==> src/rtl/fast_packet_decode_module_if.sv <==
// rtl/fast_packet_decode_module_if.sv - byte-in / field-out handshake bundle for the FAST packet decoder
interface fast_packet_decode_module_if #(
    parameter int MAX_FIELD_BYTES = 5
);
    logic [7:0]                   byte_in;
    logic                         byte_valid;
    logic                         byte_ready;
    logic [7*MAX_FIELD_BYTES-1:0] field_data;
    logic                         field_valid;
    logic                         out_ready;
    logic                         field_is_head;
    logic                         field_msg_last;
    logic [1:0]                   msg_index;

    modport master (
        output byte_in, byte_valid, out_ready,
        input  byte_ready, field_data, field_valid, field_is_head, field_msg_last, msg_index
    );

    modport slave (
        input  byte_in, byte_valid, out_ready,
        output byte_ready, field_data, field_valid, field_is_head, field_msg_last, msg_index
    );
endinterface

==> src/rtl/fast_packet_decode_module.sv <==
// rtl/fast_packet_decode_module.sv - OPRA/FAST packet deframer and stop-bit field decoder
// Optional macro FAST_DEC_ERR_COUNT_EN builds a saturating 16-bit error counter on err_count.
module fast_packet_decode_module #(
    parameter int HEAD_BYTES      = 4,
    parameter int MAX_FIELD_BYTES = 5,
    parameter int MAX_MSGS        = 3,
    parameter int LEN_BITS        = 14
) (
    input  logic                            clk,
    input  logic                            rst_n,
    fast_packet_decode_module_if.slave      bus,
    output logic                            packet_done,
    output logic [1:0]                      msg_count,
    output logic                            err_pulse,
    output logic [2:0]                      err_code,
    output logic [15:0]                     err_count
);
    localparam int FW  = 7 * MAX_FIELD_BYTES;
    localparam int FCW = $clog2(MAX_FIELD_BYTES + 1);
    localparam int HCW = $clog2(HEAD_BYTES) + 1;
    localparam logic [FCW-1:0] FMAX  = FCW'(MAX_FIELD_BYTES);
    localparam logic [HCW-1:0] HLAST = HCW'(HEAD_BYTES - 1);
    localparam logic [1:0]     MMAX  = 2'(MAX_MSGS);
    localparam logic [7:0]     SOH   = 8'h01;
    localparam logic [7:0]     ETX   = 8'h03;

    typedef enum logic [2:0] {IDLE, HEAD, LEN, BODY, ERR} state_t;

    state_t              state, state_n;
    logic [FW-1:0]       acc, acc_n;
    logic [FCW-1:0]      fcnt, fcnt_n;
    logic [LEN_BITS-1:0] remaining, rem_n;
    logic [6:0]          len_hi, len_hi_n;
    logic                len_cnt, len_cnt_n;
    logic [HCW-1:0]      head_cnt, head_cnt_n;
    logic [1:0]          msg_cnt, msg_cnt_n;

    logic [FW-1:0]       fdata_q;
    logic                fvalid_q, fhead_q, flast_q;
    logic [1:0]          fidx_q;

    logic                take, stop;
    logic [7:0]          b;
    logic [FW-1:0]       acc_shift;
    logic [LEN_BITS-1:0] len_val, rem_dec;
    logic                emit, emit_head, emit_last, err_det, done;
    logic [FW-1:0]       emit_data;
    logic [2:0]          err_code_n;

    // IDLE and ERR never hold a pending field, so they always accept
    assign bus.byte_ready = (state == IDLE) || (state == ERR) || !fvalid_q || bus.out_ready;
    assign take      = bus.byte_valid && bus.byte_ready;
    assign b         = bus.byte_in;
    assign stop      = b[7];
    assign acc_shift = (acc << 7) | FW'(b[6:0]);
    assign len_val   = len_cnt ? LEN_BITS'({len_hi, b[6:0]}) : LEN_BITS'(b[6:0]);
    assign rem_dec   = remaining - LEN_BITS'(1);

    assign bus.field_data     = fdata_q;
    assign bus.field_valid    = fvalid_q;
    assign bus.field_is_head  = fhead_q;
    assign bus.field_msg_last = flast_q;
    assign bus.msg_index      = fidx_q;

    always_ff @(posedge clk or negedge rst_n) begin
        if (!rst_n) state <= IDLE;
        else        state <= state_n;
    end

    always_comb begin
        state_n    = state;
        acc_n      = acc;
        fcnt_n     = fcnt;
        rem_n      = remaining;
        len_hi_n   = len_hi;
        len_cnt_n  = len_cnt;
        head_cnt_n = head_cnt;
        msg_cnt_n  = msg_cnt;
        emit       = 1'b0;
        emit_head  = 1'b0;
        emit_last  = 1'b0;
        emit_data  = '0;
        err_det    = 1'b0;
        err_code_n = 3'd0;
        done       = 1'b0;
        if (take) begin
            case (state)
                IDLE: begin
                    if (b == SOH) begin
                        state_n    = HEAD;
                        head_cnt_n = '0;
                        msg_cnt_n  = '0;
                    end
                end
                HEAD: begin
                    emit      = 1'b1;
                    emit_head = 1'b1;
                    emit_data = FW'(b);
                    if (head_cnt == HLAST) begin
                        state_n   = LEN;
                        len_cnt_n = 1'b0;
                    end else begin
                        head_cnt_n = head_cnt + HCW'(1);
                    end
                end
                LEN: begin
                    if (!len_cnt && b == ETX) begin
                        done    = 1'b1;
                        state_n = IDLE;
                    end else if (!len_cnt && msg_cnt == MMAX) begin
                        err_det    = 1'b1;
                        err_code_n = 3'd4;
                    end else if (!stop) begin
                        if (len_cnt) begin
                            err_det    = 1'b1;
                            err_code_n = 3'd5;
                        end else begin
                            len_hi_n  = b[6:0];
                            len_cnt_n = 1'b1;
                        end
                    end else if (len_val == '0) begin
                        err_det    = 1'b1;
                        err_code_n = 3'd3;
                    end else begin
                        rem_n   = len_val;
                        acc_n   = '0;
                        fcnt_n  = '0;
                        state_n = BODY;
                    end
                end
                BODY: begin
                    rem_n = rem_dec;
                    if (fcnt == FMAX) begin
                        err_det    = 1'b1;
                        err_code_n = 3'd1;
                    end else if (!stop) begin
                        if (rem_dec == '0) begin
                            err_det    = 1'b1;
                            err_code_n = 3'd2;
                        end else begin
                            acc_n  = acc_shift;
                            fcnt_n = fcnt + FCW'(1);
                        end
                    end else begin
                        emit      = 1'b1;
                        emit_data = acc_shift;
                        acc_n     = '0;
                        fcnt_n    = '0;
                        if (rem_dec == '0) begin
                            emit_last = 1'b1;
                            msg_cnt_n = msg_cnt + 2'd1;
                            len_cnt_n = 1'b0;
                            state_n   = LEN;
                        end
                    end
                end
                ERR: begin
                    if (b == ETX) begin
                        state_n = IDLE;
                    end else if (b == SOH) begin
                        state_n    = HEAD;
                        head_cnt_n = '0;
                        msg_cnt_n  = '0;
                    end
                end
                default: state_n = IDLE;
            endcase
            if (err_det) state_n = ERR;
        end
    end

    always_ff @(posedge clk or negedge rst_n) begin
        if (!rst_n) begin
            acc         <= '0;
            fcnt        <= '0;
            remaining   <= '0;
            len_hi      <= '0;
            len_cnt     <= 1'b0;
            head_cnt    <= '0;
            msg_cnt     <= '0;
            fdata_q     <= '0;
            fvalid_q    <= 1'b0;
            fhead_q     <= 1'b0;
            flast_q     <= 1'b0;
            fidx_q      <= '0;
            packet_done <= 1'b0;
            msg_count   <= '0;
            err_pulse   <= 1'b0;
            err_code    <= '0;
        end else begin
            acc         <= acc_n;
            fcnt        <= fcnt_n;
            remaining   <= rem_n;
            len_hi      <= len_hi_n;
            len_cnt     <= len_cnt_n;
            head_cnt    <= head_cnt_n;
            msg_cnt     <= msg_cnt_n;
            packet_done <= done;
            err_pulse   <= err_det;
            if (done)    msg_count <= msg_cnt;
            if (err_det) err_code  <= err_code_n;
            if (emit) begin
                fvalid_q <= 1'b1;
                fdata_q  <= emit_data;
                fhead_q  <= emit_head;
                flast_q  <= emit_last;
                fidx_q   <= msg_cnt;
            end else if (bus.out_ready) begin
                fvalid_q <= 1'b0;
            end
        end
    end

`ifdef FAST_DEC_ERR_COUNT_EN
    always_ff @(posedge clk or negedge rst_n) begin
        if (!rst_n)                                err_count <= '0;
        else if (err_pulse && err_count != 16'hFFFF) err_count <= err_count + 16'd1;
    end
`else
    assign err_count = '0;
`endif
endmodule

==> src/flat_wrapper.sv <==
// flat-port wrapper written by rule: the top's interface ports become plain ports
module fast_packet_decode_module_flat 
#(
    parameter int HEAD_BYTES      = 4,
    parameter int MAX_FIELD_BYTES = 5,
    parameter int MAX_MSGS        = 3,
    parameter int LEN_BITS        = 14
)
  (clk, rst_n, packet_done, msg_count, err_pulse, err_code, err_count, bus_byte_in, bus_byte_valid, bus_out_ready, bus_byte_ready, bus_field_data, bus_field_valid, bus_field_is_head, bus_field_msg_last, bus_msg_index);
  fast_packet_decode_module_if #(.MAX_FIELD_BYTES(MAX_FIELD_BYTES)) bus_i ();
  input  logic clk;
  input  logic rst_n;
  output logic packet_done;
  output logic [1:0] msg_count;
  output logic err_pulse;
  output logic [2:0] err_code;
  output logic [15:0] err_count;
  input wire logic [$bits(bus_i.byte_in)-1:0] bus_byte_in;
  input wire logic [$bits(bus_i.byte_valid)-1:0] bus_byte_valid;
  input wire logic [$bits(bus_i.out_ready)-1:0] bus_out_ready;
  output wire logic [$bits(bus_i.byte_ready)-1:0] bus_byte_ready;
  output wire logic [$bits(bus_i.field_data)-1:0] bus_field_data;
  output wire logic [$bits(bus_i.field_valid)-1:0] bus_field_valid;
  output wire logic [$bits(bus_i.field_is_head)-1:0] bus_field_is_head;
  output wire logic [$bits(bus_i.field_msg_last)-1:0] bus_field_msg_last;
  output wire logic [$bits(bus_i.msg_index)-1:0] bus_msg_index;
  assign bus_i.byte_in = bus_byte_in;
  assign bus_i.byte_valid = bus_byte_valid;
  assign bus_i.out_ready = bus_out_ready;
  assign bus_byte_ready = bus_i.byte_ready;
  assign bus_field_data = bus_i.field_data;
  assign bus_field_valid = bus_i.field_valid;
  assign bus_field_is_head = bus_i.field_is_head;
  assign bus_field_msg_last = bus_i.field_msg_last;
  assign bus_msg_index = bus_i.msg_index;
  fast_packet_decode_module #(.HEAD_BYTES(HEAD_BYTES), .MAX_FIELD_BYTES(MAX_FIELD_BYTES), .MAX_MSGS(MAX_MSGS), .LEN_BITS(LEN_BITS)) u_core (.clk(clk), .rst_n(rst_n), .bus(bus_i), .packet_done(packet_done), .msg_count(msg_count), .err_pulse(err_pulse), .err_code(err_code), .err_count(err_count));
endmodule
==> config.mk <==
export PLATFORM = sky130hd
export DESIGN_NAME = fast_packet_decode_module_flat
export DESIGN_NICKNAME = d
export VERILOG_FILES = /design/src/rtl/fast_packet_decode_module_if.sv /design/src/rtl/fast_packet_decode_module.sv /design/src/flat_wrapper.sv
export SDC_FILE = /design/constraint.sdc
export NUM_CORES = 1
export LEC_CHECK = 0
export CORE_ASPECT_RATIO = 0.5
export CORE_MARGIN = 3
export CORE_UTILIZATION = 55
export CTS_CLUSTER_SIZE = 12
export DETAILED_ROUTE_END_ITERATION = 16
export HOLD_SLACK_MARGIN = 0.02
export PLACE_DENSITY = 0.78
export SYNTH_ARGS = -nofsm -noshare
export SYNTH_HDL_FRONTEND = slang
export SYNTH_SLANG_ARGS = --single-unit
==> constraint.sdc <==
create_clock -name clk -period 3.55 [get_ports clk]
set_clock_uncertainty 0.15 [all_clocks]
set_input_delay 0.71 -clock clk [delete_from_list [all_inputs] [get_ports clk]]
set_output_delay 0.71 -clock clk [all_outputs]
set_load 0.03 [all_outputs]
==> results of run 1 <==
[logic make-up (layout without fill, tap and decap cells)]
| logic type | after synthesis | in the layout | synth area share |
|---|---|---|---|
| fa+ha+maj | 7 | 7 | 0.0168 |
| mux | 23 | 23 | 0.0498 |
| simple gates | 185 | 185 | 0.168 |
| xor+xnor | 3 | 3 | 0.00503 |
| other cells | 1 | 16 | 0.000718 |
| flops | 108 | 108 | 0.517 |
| buf+inv | 60 | 98 | 0.0608 |
| compound gates | 142 | 142 | 0.182 |
[report_power, final]
group          leakage [nW]  total [mW]  internal [mW]  switching, mW
Clock                 0.138       0.957          0.486          0.471
Combinational          1.10        2.12          0.828           1.29
Sequential             1.43        1.92           1.57          0.350
Total                  2.67        5.00           2.88           2.11
[path summary, 6_finish.rpt]
| check | from | end |
|---|---|---|
| min reg2reg | u_core.bus.field_data[7] | u_core.bus.field_data[7] |
| min in group clk | u_core.bus.field_data[7] | u_core.bus.field_data[7] |
| max | u_core.remaining[6] | u_core.acc[27] |
| min | rst_n | u_core.bus.field_data[26] |
| max in group asynchronous | rst_n | u_core.acc[13] |
| max reg2reg | u_core.remaining[6] | u_core.acc[27] |
[sequential cells by signal, summed over array words and instances (netlist names)]
register                   cells
u_core.len_hi                  7
u_core.packet_done             1
u_core.err_code                3
u_core.msg_count               2
u_core.remaining              14
u_core.bus.field_data         35
u_core.bus.field_is_head       1
u_core.head_cnt                3
u_core.fcnt                    3
u_core.bus.msg_index           2
u_core.acc                    28
u_core.err_pulse               1
u_core.len_cnt                 1
u_core.bus.field_msg_last      1
u_core.bus.field_valid         1
u_core.msg_cnt                 2
u_core.state                   3
[worst max-delay path, cell delays in order (launching register included)]
cell and delay, ns:
dfrtp_1 0.49, nor4_1 0.57, nand2b_1 0.19, o31ai_1 0.32
nand4b_2 0.29, o311ai_4 0.70, buf_12 0.28, o21ai_0 0.12
[stage by stage]
| stage | area (µm²) | cells |
|---|---|---|
| 2_1_floorplan | 5280 | 544 |
| 3_3_place_gp | 5890 | 684 |
| 3_5_place_dp | 5890 | 684 |
| 4_1_cts | 6170 | 699 |
| 5_1_grt | 6170 | 699 |
| 6_report | 6170 | 699 |
[final cells by class]
type | count | area (µm²)
Clock buffer | 9 | 225
Tap cell | 117 | 146
Timing Repair Buffer | 73 | 718
Sequential cell | 108 | 2700
Clock inverter | 6 | 55.1
Inverter | 10 | 37.5
Multi-Input combinational cell | 376 | 2280
Fill cell | 695 | 2810
[metal layers]
metal  up-vias  GRT usage
met4         0     0.0605
met2       150      0.333
met1      2001      0.323
met3        16     0.0539
met5         -          0
li1       1944          -
[cell usage after synthesis, drive strengths merged, types with 3 or more instances]
| cell | number | area, µm² |
|---|---|---|
| or4 | 3 | 22.5 |
| o31ai | 7 | 66.3 |
| and3 | 3 | 18.8 |
| inv | 10 | 37.5 |
| ha | 7 | 87.6 |
| nor3 | 9 | 50.1 |
| a31oi | 11 | 68.8 |
| nand2 | 94 | 355 |
| o21a | 4 | 30.0 |
| dfrtp | 108 | 2700 |
| nand2b | 5 | 31.3 |
| nor2 | 25 | 93.8 |
| a22o | 28 | 245 |
| nand3 | 11 | 55.1 |
| or2 | 3 | 18.8 |
| nor2b | 7 | 43.8 |
| nor4 | 10 | 75.1 |
| mux2 | 21 | 240 |
| a21oi | 16 | 80.1 |
| nand4 | 5 | 31.3 |
| buf | 23 | 175 |
| clkbuf | 27 | 105 |
| o21ai | 58 | 290 |
==> metrics, run 1 <==
outcome finished, final reports clean; Die Y 74.9 µm; Final #Nets 597; WP data arrival 3.32 ns; most frequent cells in the layout dfrtp_1 (108), nand2_1 (93), o21ai_0 (58), clkdlybuf4s50_1 (58), a22o_1 (28); DR WL/cell 16.5 µm; Startpoint Class register; DP Worst Slack 0.228 ns; RSZ-0062 raised after global routing false; drt drc 0; Max Used Layer met4; CTS root buffer clkbuf_16; share of cells above drive strength 1 0.112; final slew viol count 0; cells after synthesis 529; Min Clock Period, post-route 3.24 ns; Synth Flop Type dfrtp_1; Core Area 8980 µm²; EDFF count, synth 0; global-route wire length before repair 18,700 µm; routability cong. 1.00; CTS hold repair buffers 0; worst setup margin 0.315 ns; synthesized area per cell 9.88 µm²; final setup fails 0; WP data required 3.63 ns; WL met1 5490 µm; Routed WL 11,500 µm; via count 4,111; IO Pins 76; synthesized area 5230 µm²; max cap viols 0; die area 10,800 µm²; most common cell after layout, fill and taps aside dfrtp_1; CP max FO 45; Worst-path clk slew 0.08 ns; Post-CTS Setup Bufs 0; Tightest Hold Check Type in -> async; row cnt 24; worst-skew pair later-pin latency 0.35 ns; DR WL met3 734 µm; vias per inst 5.88; DR WL met2 5150 µm; R2R depth 7; pin count of the biggest net entering global routing 56; clk sinks 108; Overall Global Routing Usage 0.221; Distinct cells, synth 58; Final Total Pwr 5.00 mW; CTS Buf Count 9; sequential share of the synthesized area 0.517; Setup CP Type reg -> reg; maximum clock insertion buffer count 2; Peak supply drop 0.000335 V; post-detail-place hpwl 7910 µm; Antenna Cells 0; PostCTS Resize Cnt 0; CTS tree done; Fin. Hold Viols 0; Peak Freq 309 MHz; setup TNS 0 ns; GRT overflow 0; antenna violations before repair 0; Static Leakage 2.67 nW; H-tree levels 3; FF-to-FF setup slack 0.31 ns; worst-margin pin slew 0.749 ns; fin crit share 0.911; #FFs+latches synth 108; Ys Warns 0; Area Overhead vs Synth 18.1%; DIE WIDTH 144 µm; Async SR Flop Fraction 1.00; 1st-iter DRT viols 348; critical path capture point type register; drt pass-1 iters 6; Hold Worst Slack 0.251 ns; ANT nets after route 0; port bufs 59; Starting Density 0.582; pwr/cell area 810 nW/µm²; normalized max-slew margin 0.500; vias in the first global route 3,704; post-layout util 0.687
No activity file was read; power rests on OpenSTA's default activity.
==> run 2: changes to the inputs <==
--- a/config.mk
+++ b/config.mk
@@ -6,9 +6,8 @@
 export NUM_CORES = 1
 export LEC_CHECK = 0
 export CORE_ASPECT_RATIO = 0.5
-export CORE_MARGIN = 3
 export CORE_UTILIZATION = 55
-export CTS_CLUSTER_SIZE = 12
+export CTS_CLUSTER_SIZE = 10
 export DETAILED_ROUTE_END_ITERATION = 16
 export HOLD_SLACK_MARGIN = 0.02
 export PLACE_DENSITY = 0.78
==> metrics, run 2 (synthesized netlist as in run 1, its figures left out) <==
outcome finished, final reports clean; normalized max-slew margin 0.509 (+0.00912); port bufs 59 (unchanged); Starting Density 0.584 (+0.00195); CTS Buf Count 9 (unchanged); vias per inst 5.90 (+0.34%); clk sinks 108 (unchanged); final setup fails 0 (unchanged); critical path capture point type register; 1st-iter DRT viols 325 (-6.6%); RSZ-0062 raised after global routing false; routability cong. 0.902 (-10%); share of cells above drive strength 1 0.112 (unchanged); most common cell after layout, fill and taps aside dfrtp_1; Clock Power Share 0.192 (about the same); sequential power share 0.388 (+0.004); Overall Global Routing Usage 0.257 (+0.0358); Multi-input gate area 2280 µm² (unchanged); PostCTS Resize Cnt 0 (unchanged); die area 9920 µm² (-8.0%); Tightest Hold Check Type in -> async; row cnt 24 (unchanged); max reg flops 35 (unchanged); CTS root buffer clkbuf_16; Antenna Cells 0 (unchanged); FILL cells 695 (unchanged); drt drc 0 (unchanged); DIE WIDTH 140 µm (-2.8%); pwr/cell area 813 nW/µm² (+0.35%); Peak Freq 312 MHz (+0.94%); WP data arrival 3.28 ns (-0.04 ns); Post-CTS Setup Bufs 0 (unchanged); antenna violations before repair 0 (unchanged); ANT nets after route 0 (unchanged); DR WL/cell 17.0 µm (+3.1%); Worst-path clk slew 0.07 ns (about the same); Fin. Hold Viols 0 (unchanged); GRT overflow 0 (unchanged); IO Pins 76 (unchanged); R2R depth 8 (+1); Routed WL 11,900 µm (+3.1%); H-tree levels 3 (unchanged); worst-margin pin slew 0.735 ns (-0.0138 ns); maximum clock insertion buffer count 2 (unchanged); most frequent cells in the layout dfrtp_1 (108), nand2_1 (93), o21ai_0 (58), clkdlybuf4s50_1 (58), a22o_1 (28); Net Sw Frac 0.425 (+0.00173); fin crit share 0.903 (-0.00846); vias in the first global route 3,838 (+3.6%); DP Area 5890 µm² (unchanged); Peak supply drop 0.000365 V (+8.9%); final non-filler cell area 6170 µm² (about the same); Combinational Power Share 0.420 (-0.004); Static Leakage 2.67 nW (-0.11%); via count 4,125 (+0.34%); Startpoint Class register; drt pass-1 iters 7 (+1); Core Area 8950 µm² (-0.33%); WP data required 3.62 ns (about the same); CTS tree done; Die Y 70.9 µm (-5.3%); CTS hold repair buffers 0 (unchanged); Area Overhead vs Synth 18.1% (about the same); CP max FO 42 (-6.7%); Min Clock Period, post-route 3.21 ns (-0.0300 ns); global-route wire length before repair 19,800 µm (+5.9%); Internal 2.89 mW (about the same); Setup CP Type reg -> reg; final slew viol count 0 (unchanged); post-detail-place hpwl 8020 µm (+1.4%); switching power 2.13 mW (+0.78%); worst-skew pair later-pin latency 0.35 ns (about the same); pin count of the biggest net entering global routing 57 (+1.8%); max cap viols 0 (unchanged); Final #Nets 597 (unchanged); setup TNS 0 ns (unchanged); Reg area 2700 µm² (unchanged)
-- run 2: final timing paths --
path / start / end / slack (ns)
max: u_core.remaining[0] / u_core.acc[10] / 0.34
min: rst_n / u_core.bus.field_data[23] / 0.23
max reg2reg: u_core.remaining[0] / u_core.acc[10] / 0.34
min reg2reg: u_core.bus.field_data[7] / u_core.bus.field_data[7] / 0.33
max in group asynchronous: rst_n / u_core.msg_cnt[1] / 2.29
min in group clk: u_core.bus.field_data[7] / u_core.bus.field_data[7] / 0.33
-- run 2: metrics by stage --
step	power [mW]	cells	util	hold WS [ns]	setup WS (ns)
2_1_floorplan	3.38	544	-	0.264	0.861
3_3_place_gp	3.98	684	0.658	0.314	0.269
3_5_place_dp	4.04	684	0.658	0.321	0.306
4_1_cts	5.02	699	0.690	0.260	0.371
5_1_grt	5.33	699	0.690	0.290	0.169
6_report	5.02	699	0.690	0.233	0.345
-- run 2: per-layer routing --
metal	track usage	wire (µm)	part of all wire
met5	0	0	0
met1	0.369	5570	0.47
met3	0.0528	719	0.061
met4	0.0708	102	0.0086
met2	0.399	5460	0.46
-- run 2: final cells by class --
| class | instances | area share |
|---|---|---|
| inverters | 10 | 0.00608 |
| clock inverters | 6 | 0.00912 |
| multi-input cells | 376 | 0.370 |
| repair buffers | 73 | 0.116 |
| flip-flops and latches | 108 | 0.438 |
| well taps | 117 | 0.0237 |
| clock buffers | 9 | 0.0365 |
-- run 2: worst max-delay path: stages, from the launching register on --
cell and delay (ns):
dfrtp_1 0.46, inv_1 0.15, ha_1 0.44, a31oi_1 0.16, o31ai_1 0.30, nand4b_2 0.26
o311ai_4 0.75, buf_12 0.27, o21ai_0 0.12
-- run 2: power by group through the flow --
stage	logic, mW	registers [mW]	clock network [mW]
after floorplan	1.35	2.03	0
after global placement	2.04	1.94	0
after detailed placement	2.08	1.95	0
after CTS	2.10	1.94	0.983
after global routing	2.29	2.00	1.04
final	2.11	1.95	0.962
